**config.mk**
```make
export PLATFORM = sky130hd
export DESIGN_NAME = unified_mem_arbiter
export DESIGN_NICKNAME = d
export VERILOG_FILES = /design/src/rtl/unified_mem_arbiter.sv
export SDC_FILE = /design/constraint.sdc
export NUM_CORES = 1
export LEC_CHECK = 0
export CAP_MARGIN = 30
export CORE_MARGIN = 2
export CORE_UTILIZATION = 41
export DETAILED_ROUTE_END_ITERATION = 16
export GPL_TIMING_DRIVEN = 0
export PLACE_DENSITY = 0.95
export SYNTH_ARGS = -nofsm -noshare
export SYNTH_HDL_FRONTEND = slang
export SYNTH_SLANG_ARGS = --single-unit
```
**constraint.sdc**
```tcl
create_clock -name clk -period 2.9 [get_ports clk]
set_clock_uncertainty 0.15 [all_clocks]
set_input_delay 0.29 -clock clk [delete_from_list [all_inputs] [get_ports clk]]
set_output_delay 0.29 -clock clk [all_outputs]
set_load 0.05 [all_outputs]
```
**src/rtl/unified_mem_arbiter.sv**
```systemverilog
// rtl/unified_mem_arbiter.sv - fetch/data arbiter for the shared single-port rv32i memory
module unified_mem_arbiter #(
    parameter int STARVE_LIMIT = 4,
    parameter int CNT_W        = 16
) (
    input  logic             clk,
    input  logic             reset,
    input  logic             i_req,
    input  logic [31:0]      i_addr,
    output logic             i_gnt,
    output logic             i_rvalid,
    output logic [31:0]      i_rdata,
    input  logic             d_req,
    input  logic             d_we,
    input  logic [31:0]      d_addr,
    input  logic [3:0]       d_be,
    input  logic [31:0]      d_wdata,
    output logic             d_gnt,
    output logic             d_rvalid,
    output logic [31:0]      d_rdata,
    output logic             mem_req,
    output logic             mem_we,
    output logic [31:0]      mem_addr,
    output logic [3:0]       mem_be,
    output logic [31:0]      mem_wdata,
    input  logic             mem_gnt,
    input  logic             mem_rvalid,
    input  logic [31:0]      mem_rdata,
    output logic [CNT_W-1:0] fetch_stall_cnt
);

    typedef enum logic [1:0] {IDLE, ISSUE, WAIT} state_t;
    typedef enum logic [1:0] {OWN_NONE, OWN_FETCH, OWN_DATA} owner_t;

    localparam logic [3:0] LIMIT = 4'(STARVE_LIMIT);

    state_t             r_state;
    state_t             w_next;
    owner_t             r_owner;
    logic [3:0]         r_starve;
    logic [CNT_W-1:0]   r_stall;
    logic               r_mem_we;
    logic [31:0]        r_mem_addr;
    logic [3:0]         r_mem_be;
    logic [31:0]        r_mem_wdata;
    logic               w_i_win;
    logic               w_d_win;
    logic               w_resp;
    logic               w_i_gnt;
    logic               w_d_gnt;

    always_comb begin
        w_next  = r_state;
        w_i_win = 1'b0;
        w_d_win = 1'b0;
        case (r_state)
            IDLE: begin
                // data wins unless fetch has lost STARVE_LIMIT arbitrations in a row
                w_d_win = d_req && !(i_req && (r_starve == LIMIT));
                w_i_win = i_req && !w_d_win;
                if (w_d_win || w_i_win)
                    w_next = ISSUE;
            end
            ISSUE: begin
                if (mem_gnt)
                    w_next = mem_rvalid ? IDLE : WAIT;
            end
            WAIT: begin
                if (mem_rvalid)
                    w_next = IDLE;
            end
            default: w_next = IDLE;
        endcase
    end

    assign w_i_gnt = reset & w_i_win;
    assign w_d_gnt = reset & w_d_win;
    assign w_resp  = mem_rvalid && ((r_state == WAIT) || ((r_state == ISSUE) && mem_gnt));

    assign i_gnt     = w_i_gnt;
    assign d_gnt     = w_d_gnt;
    assign i_rvalid  = w_resp && (r_owner == OWN_FETCH);
    assign d_rvalid  = w_resp && (r_owner == OWN_DATA);
    assign i_rdata   = i_rvalid ? mem_rdata : 32'h0;
    assign d_rdata   = d_rvalid ? mem_rdata : 32'h0;

    assign mem_req   = (r_state == ISSUE);
    assign mem_we    = r_mem_we;
    assign mem_addr  = r_mem_addr;
    assign mem_be    = r_mem_be;
    assign mem_wdata = r_mem_wdata;

    assign fetch_stall_cnt = r_stall;

    always_ff @(posedge clk or negedge reset) begin
        if (!reset) begin
            r_state     <= IDLE;
            r_owner     <= OWN_NONE;
            r_starve    <= 4'd0;
            r_stall     <= '0;
            r_mem_we    <= 1'b0;
            r_mem_addr  <= 32'h0;
            r_mem_be    <= 4'h0;
            r_mem_wdata <= 32'h0;
        end else begin
            r_state <= w_next;

            if (w_d_gnt) begin
                r_owner     <= OWN_DATA;
                r_mem_we    <= d_we;
                r_mem_addr  <= {d_addr[31:2], 2'b00};
                r_mem_be    <= d_we ? d_be : 4'hF;
                r_mem_wdata <= d_we ? d_wdata : 32'h0;
            end else if (w_i_gnt) begin
                r_owner     <= OWN_FETCH;
                r_mem_we    <= 1'b0;
                r_mem_addr  <= {i_addr[31:2], 2'b00};
                r_mem_be    <= 4'hF;
                r_mem_wdata <= 32'h0;
            end else if (w_resp) begin
                r_owner <= OWN_NONE;
            end

            if (w_i_gnt)
                r_starve <= 4'd0;
            else if (w_d_gnt && i_req && (r_starve != LIMIT))
                r_starve <= r_starve + 4'd1;

            if (i_req && !w_i_gnt && (r_stall != {CNT_W{1'b1}}))
                r_stall <= r_stall + 1'b1;
        end
    end

endmodule
```
==> qor.csv, run 1 <==
metric,value,unit
Max-slew headroom,0.594,
post-synthesis average cell area,10.9,um2
routability cong.,0.867,
startpoint types,flip-flop,
initial antenna violation count,0,
# Max-Cap Violations,0,
Overflow after GRT,0,
largest net degree at the start of global routing,68,
CP startpoint,r_starve[0],
worst skew pair latency,340,ps
RR Endpoint,mem_addr[9],
nets,890,
CP max stage cell,clkdlybuf4s15_2,
top-area cell type share of the netlist area,0.469,
Reg2Reg Launch Point,r_starve[0],
status,finished clean,
Final Setup Violations,0,
Worst Slack Setup Final,111,ps
measured slew at the worst slew-check pin,606,ps
DRT iter0 DRCs,239,
final cell utilization of the core,0.713,
FP Rows,39,
"EDFF count, synth",0,
area growth from synthesis to layout,68.4,%
Buffers & Inverters on Critical Path,3,
first-pass iteration count of the detailed router,4,
filler instances,821,
cell family with most CP delay,buffers and inverters,
clk slew on worst S/H paths,70,ps
PortBufs,285,
WP data arrival,2350,ps
GR Util All Layers,0.261,
Final Hold Vio Count,0,
die height,113,um
Die Area,12700,um2
YS warnings,0,
via count,4705,
"slowest stage delay, CP",450,ps
worst-path maximum fanout,7,
Yosys reg bits,91,
vias in the first global route,5060,
placed cell areas,7920,um2
Crit. End Element,primary output,
Crit Path Class,reg -> out,
Total Power,6740,uW
final HPWL from detailed placement,13000,um
post-DR wirelength/cell,18.6,um
fin area,8180,um2
Netlist cell types,55,
synthesized area,4860,um2
fin crit share,0.962,
Worst setup endpoint,d_gnt,
cts bufs inserted,9,
Core Box Area,11500,um2
leading area contributor after synthesis,dfrtp_1,
Max Slew Vio Count,0,
CTS H-Tree Depth,3,
"top cells by area, synth","dfrtp_1, and2_1, a31oi_2",
CTS root buf,clkbuf_16,
CP Cell Sequence,"inv_1, ha_1, and3b_1, buf_6, a21bo_1, nor2_1, clkdlybuf4s15_2",
CTS tree,done,
async set-reset flop share out of synthesis,1.00,
R2R setup slack,670,ps
Clock Path Buffers,2,
first-pass GRT wire length,26100,um
Post-synth top flop,dfrtp_1,
post-layout min period,2790,ps
Hold Crit Class,in -> reg,
Top Ports,293,
Worst EP required,2460,ps
vias per cell,5.25,
Antenna Nets Post-Route,0,
DRC Markers,0,
width of the die,113,um
Routed WL,16700,um
Post-Syn Instances,445,
pre-CTS setup slack,-507,ps
PD cells,824,nW/um2
initial core utilization,0.423,
Critical Path Stages,7,
Static Leak,0.00350,uW
Peak VDD IR,628,uV
Sink Count,91,
layout cells sized above 1,0.211,
Fmax achieved,359,MHz
Ant. Diodes,0,
sequential area share after synthesis,0.469,
worst reg-to-reg path cell count,8,
-- state kept, by name (all words and copies together), names as in the netlist --
name             count
r_state              2
mem_we               1
r_starve             4
mem_addr            30
mem_be               4
mem_wdata           32
r_owner              2
fetch_stall_cnt     16
-- kinds of logic after synthesis --
kind of cell | after synthesis | synth area share
adder cells (fa/ha/maj) | 3 | 0.00773
AO/OA/AOI/OAI | 86 | 0.184
multiplexers | 2 | 0.00438
AND/OR/NAND/NOR | 207 | 0.248
flip-flops | 91 | 0.469
buffers and inverters | 37 | 0.0538
other | 1 | 0.000772
XOR/XNOR | 18 | 0.0325
-- per-stage QoR --
stage,std cells,setup TNS (ps),hold WS [ps]
global placement,874,-410530,317
detailed placement,875,-14230,73.7
finish,896,0,300
floorplan,446,0,-156
global route,896,-54.0,303
CTS,895,0,276
-- report_power, final --
group          switching (uW)  total, uW  internal, uW
Sequential                292       1960          1670
Clock                     525       1290           767
Combinational            2210       3490          1280
Total                    3030       6740          3710
-- metal layers --
layer | share of wire | GRT usage
met3 | 0.075 | 0.0745
met4 | 0.049 | 0.143
met5 | 0 | 0
met1 | 0.34 | 0.259
met2 | 0.53 | 0.487
-- Yosys cell counts (2+ instances only) --
cell / instances
and2_1: 69
nor3_1: 2
nand2_1: 35
a21o_1: 2
o22a_1: 4
a22o_1: 32
o2111ai_1: 2
o21ai_1: 2
clkbuf_2: 2
clkbuf_8: 3
buf_2: 6
buf_4: 3
buf_6: 5
and2b_2: 2
buf_8: 3
nor2_1: 36
nor3b_2: 3
and3_1: 7
nand4_1: 3
a211oi_1: 2
xnor2_1: 14
dfrtp_1: 91
a31oi_2: 30
ha_1: 3
o211ai_1: 4
xor2_1: 4
inv_1: 3
clkbuf_1: 12
nand3_1: 35
-- placed cells by master (no fill, tap or decap), drive strengths merged, types with 3 or more instances in the layout --
cell type	count
and3	7
nand3	35
a22o	32
and2	69
nand2	36
dfrtp	91
o211ai	4
buf	22
clkdlybuf4s50	216
a31oi	30
xor2	4
o21ai	3
nor2	38
nand4	5
xnor2	14
ha	3
nor3b	3
nor3	3
dlygate4sd2	5
clkbuf	63
inv	5
o22a	4
clkdlybuf4s15	24
-- worst min path at each step --
| stage | start | end | slack, ps | cells after the start |
|---|---|---|---|---|
| floorplan | reset | fetch_stall_cnt[0] | -160 | 0 |
| global placement | mem_we | mem_we | 320 | 2 |
| detailed placement | reset | fetch_stall_cnt[4] | 70 | 1 |
| CTS | i_req | r_state[0] | 280 | 3 |
| global route | i_req | r_state[0] | 300 | 3 |
| finish | i_req | r_state[0] | 300 | 3 |
-- what timing repair did --
item / in CTS / in global routing
endpoints found under the hold margin: 24 / 0
setup endpoints to repair: 68 / 57
buffers inserted: 1 / 1
pin swaps: 1 / 1
hold buffers: 3 / 0
gates resized for setup: 135 / 63
-- cell type report --
class,count,area [um2],area share
Clock buffer,10,229,0.0280
Tap cell,143,179,0.0219
Sequential cell,91,2280,0.278
Clock inverter,6,96.3,0.0118
Timing Repair Buffer,292,2820,0.344
Multi-Input combinational cell,318,2320,0.284
Buffer,33,249,0.0304
Inverter,3,11.3,0.00138
-- worst reg2reg max path, delay by kind of cell, from the launching register on --
family | cells | cell delay (ps)
buf+inv | 3 | 640
compound gates | 2 | 470
flops | 1 | 430
simple gates | 2 | 320
fa+ha+maj | 1 | 140
Note: power is estimated with default switching activity, not from simulation.
==> run 2: changes to the inputs <==
--- a/config.mk
+++ b/config.mk
@@ -8,6 +8,7 @@
 export CAP_MARGIN = 30
 export CORE_MARGIN = 2
 export CORE_UTILIZATION = 41
+export CTS_CLUSTER_SIZE = 24
 export DETAILED_ROUTE_END_ITERATION = 16
 export GPL_TIMING_DRIVEN = 0
 export PLACE_DENSITY = 0.95
==> results of run 2 <==
Final layout, timing and power as in run 1 (identical DEF).
==> run 3: changes to the inputs <==
--- a/config.mk
+++ b/config.mk
@@ -7,11 +7,11 @@
 export LEC_CHECK = 0
 export CAP_MARGIN = 30
 export CORE_MARGIN = 2
-export CORE_UTILIZATION = 41
+export CORE_UTILIZATION = 38
 export CTS_CLUSTER_SIZE = 24
 export DETAILED_ROUTE_END_ITERATION = 16
 export GPL_TIMING_DRIVEN = 0
-export PLACE_DENSITY = 0.95
+export PLACE_DENSITY = 0.91
 export SYNTH_ARGS = -nofsm -noshare
 export SYNTH_HDL_FRONTEND = slang
 export SYNTH_SLANG_ARGS = --single-unit
==> constraint.sdc (replaced) <==
create_clock -name clk -period 2.6 [get_ports clk]
set_clock_uncertainty 0.15 [all_clocks]
set_input_delay 0.26 -clock clk [delete_from_list [all_inputs] [get_ports clk]]
set_output_delay 0.26 -clock clk [all_outputs]
set_load 0.05 [all_outputs]
==> run 3 against run 2 <==
Net effect:
- utilization fell by 6.9 points
- total power increased by 11%
- cell count rose by 3.3%
- via count rose by 0.53%
- critical path depth is 1 lower
- combinational power rose by 11%
- hold slack got worse by 39 ps
- sequential power increased by 12%
- sequential share of layout area up 0.28 points
- clock-buffer cell count unchanged
==> qor.csv, run 3 (synthesis gave the netlist of run 1 again) <==
metric,value,unit
status,finished clean,
CTS root buf,clkbuf_16,
clk slew on worst S/H paths,70,ps
cts bufs inserted,9,
routed wire length on met3,1290,um
Comb pwr share,0.518,
CTS tree,done,
worst reg-to-reg path cell count,8,
GR Util All Layers,0.235,
Reg area,2280,um2
area growth from synthesis to layout,66.9,%
Total Power,7480,uW
routability cong.,0.763,
PortBufs,285,
post-layout min period,2490,ps
Antenna Nets Post-Route,0,
uppermost routed layer,met4,
met1 WL,5800,um
initial core utilization,0.386,
Fmax achieved,402,MHz
Final Hold Vio Count,0,
nets,891,
via count,4730,
CTS H-Tree Depth,3,
switching part of the total,0.448,
DRC Markers,0,
FP Rows,41,
vias per cell,5.11,
critical hold path startpoint,i_req,
DRT iter0 DRCs,155,
PD cells,923,nW/um2
Sink Count,91,
Clock Path Buffers,2,
vias in the first global route,4787,
Max-slew headroom,0.565,
Static Leak,0.00351,uW
Reg2Reg Launch Point,r_starve[0],
Hold Path Depth,3,
worst-path maximum fanout,6,
routed length on met2,8760,um
initial antenna violation count,0,
max reg flops,32,
filler instances,1047,
Routed WL,16500,um
final HPWL from detailed placement,12900,um
post-DR wirelength/cell,17.8,um
WP data arrival,2080,ps
worst skew pair latency,350,ps
Final Setup Violations,0,
Net Switching,3350,uW
die height,117,um
Max Slew Vio Count,0,
final cell utilization of the core,0.645,
Overflow after GRT,0,
area of the multi-input gates,2340,um2
Top Ports,293,
Hold Crit Class,in -> reg,
startpoint types,flip-flop,
Crit Path Class,reg -> out,
largest net degree at the start of global routing,59,
Core Box Area,12600,um2
Crit. End Element,primary output,
measured slew at the worst slew-check pin,649,ps
first-pass GRT wire length,24600,um
width of the die,117,um
fin crit share,0.956,
Peak VDD IR,669,uV
layout cells sized above 1,0.224,
clock power share,0.189,
# Max-Cap Violations,0,
first-pass iteration count of the detailed router,4,
RSZ-0062 raised after global routing,no,
CP startpoint,r_state[1],
Worst EP required,2190,ps
share of power burned in registers,0.293,
Pint,4130,uW
"commonest non-fill, non-tap cell in the layout",clkdlybuf4s50_1,
Ant. Diodes,0,
most frequent cells in the layout,"clkdlybuf4s50_1, dfrtp_1, and2_1",
Die Area,13700,um2
-- run 3: changes by cell type in the layout (fill, tap and decap cells not counted), moves of 2 or more --
cell,delta
buf_2,+43
clkbuf_2,-29
clkdlybuf4s15_2,-24
clkbuf_4,+14
dlygate4sd2_1,-5
buf_12,+2
buf_4,+2
clkdlybuf4s15_1,+2
dlymetal6s2s_1,-2
-- run 3: path summary, 6_finish.rpt --
path	slack (ps)	endpoint
setup / recovery	110	d_rdata[31]
hold / removal	260	r_state[0]
setup reg to reg	440	mem_addr[16]
hold reg to reg	320	mem_we
max in group asynchronous	1100	mem_addr[10]
min in group asynchronous	470	fetch_stall_cnt[8]
-- run 3: power by group through the flow --
stage / sequential [uW] / combinational, uW / clock (uW)
CTS: 2190 / 3910 / 1430
finish: 2190 / 3870 / 1410
global placement: 2170 / 3820 / 0
floorplan: 3610 / 1040 / 0
global route: 2240 / 4050 / 1500
detailed placement: 2210 / 3890 / 0
-- run 3: worst max-delay path: stages, from the launching register on --
cell             delay, ps
dfrtp_1                440
and3b_2                280
o21ai_2                 80
nor3b_2                150
buf_4                  150
and2_1                 120
clkdlybuf4s15_1        500
-- run 3: final cells by class --
| cell class | instances | share of cell area |
|---|---|---|
| clock buffers | 10 | 0.0283 |
| inverters | 3 | 0.00139 |
| multi-input cells | 318 | 0.289 |
| clock inverters | 6 | 0.0110 |
| well taps | 172 | 0.0266 |
| repair buffers | 293 | 0.332 |
| plain buffers | 33 | 0.0307 |
| flip-flops and latches | 91 | 0.281 |
-- run 3: metal layers --
layer,global-route usage,vias to the layer above
met5,0,-
met4,0.111,0
met3,0.0597,47
met2,0.440,209
met1,0.246,2308
li1,-,2166
-- run 3: metrics by stage --
stage	hold slack [ps]	cells	TNS, ps	worst slack, ps	cell area, um2
finish	261	926	0	114	8100
global route	295	926	0	0.263	8100
CTS	246	926	0	0.00977	8420
detailed placement	90.7	904	-39910	-852	7950
global placement	317	903	-492270	-3830	7930
floorplan	-186	446	0	343	4860
-- run 3: repair_timing --
item / 4_1_cts / 5_1_grt
setup endpoints to repair: 68 / 68
resized for setup: 211 / 136
pin swaps: 2 / 0
buffers inserted: 2 / 0
endpoints found under the hold margin: 33 / 0
hold buffers: 5 / 0
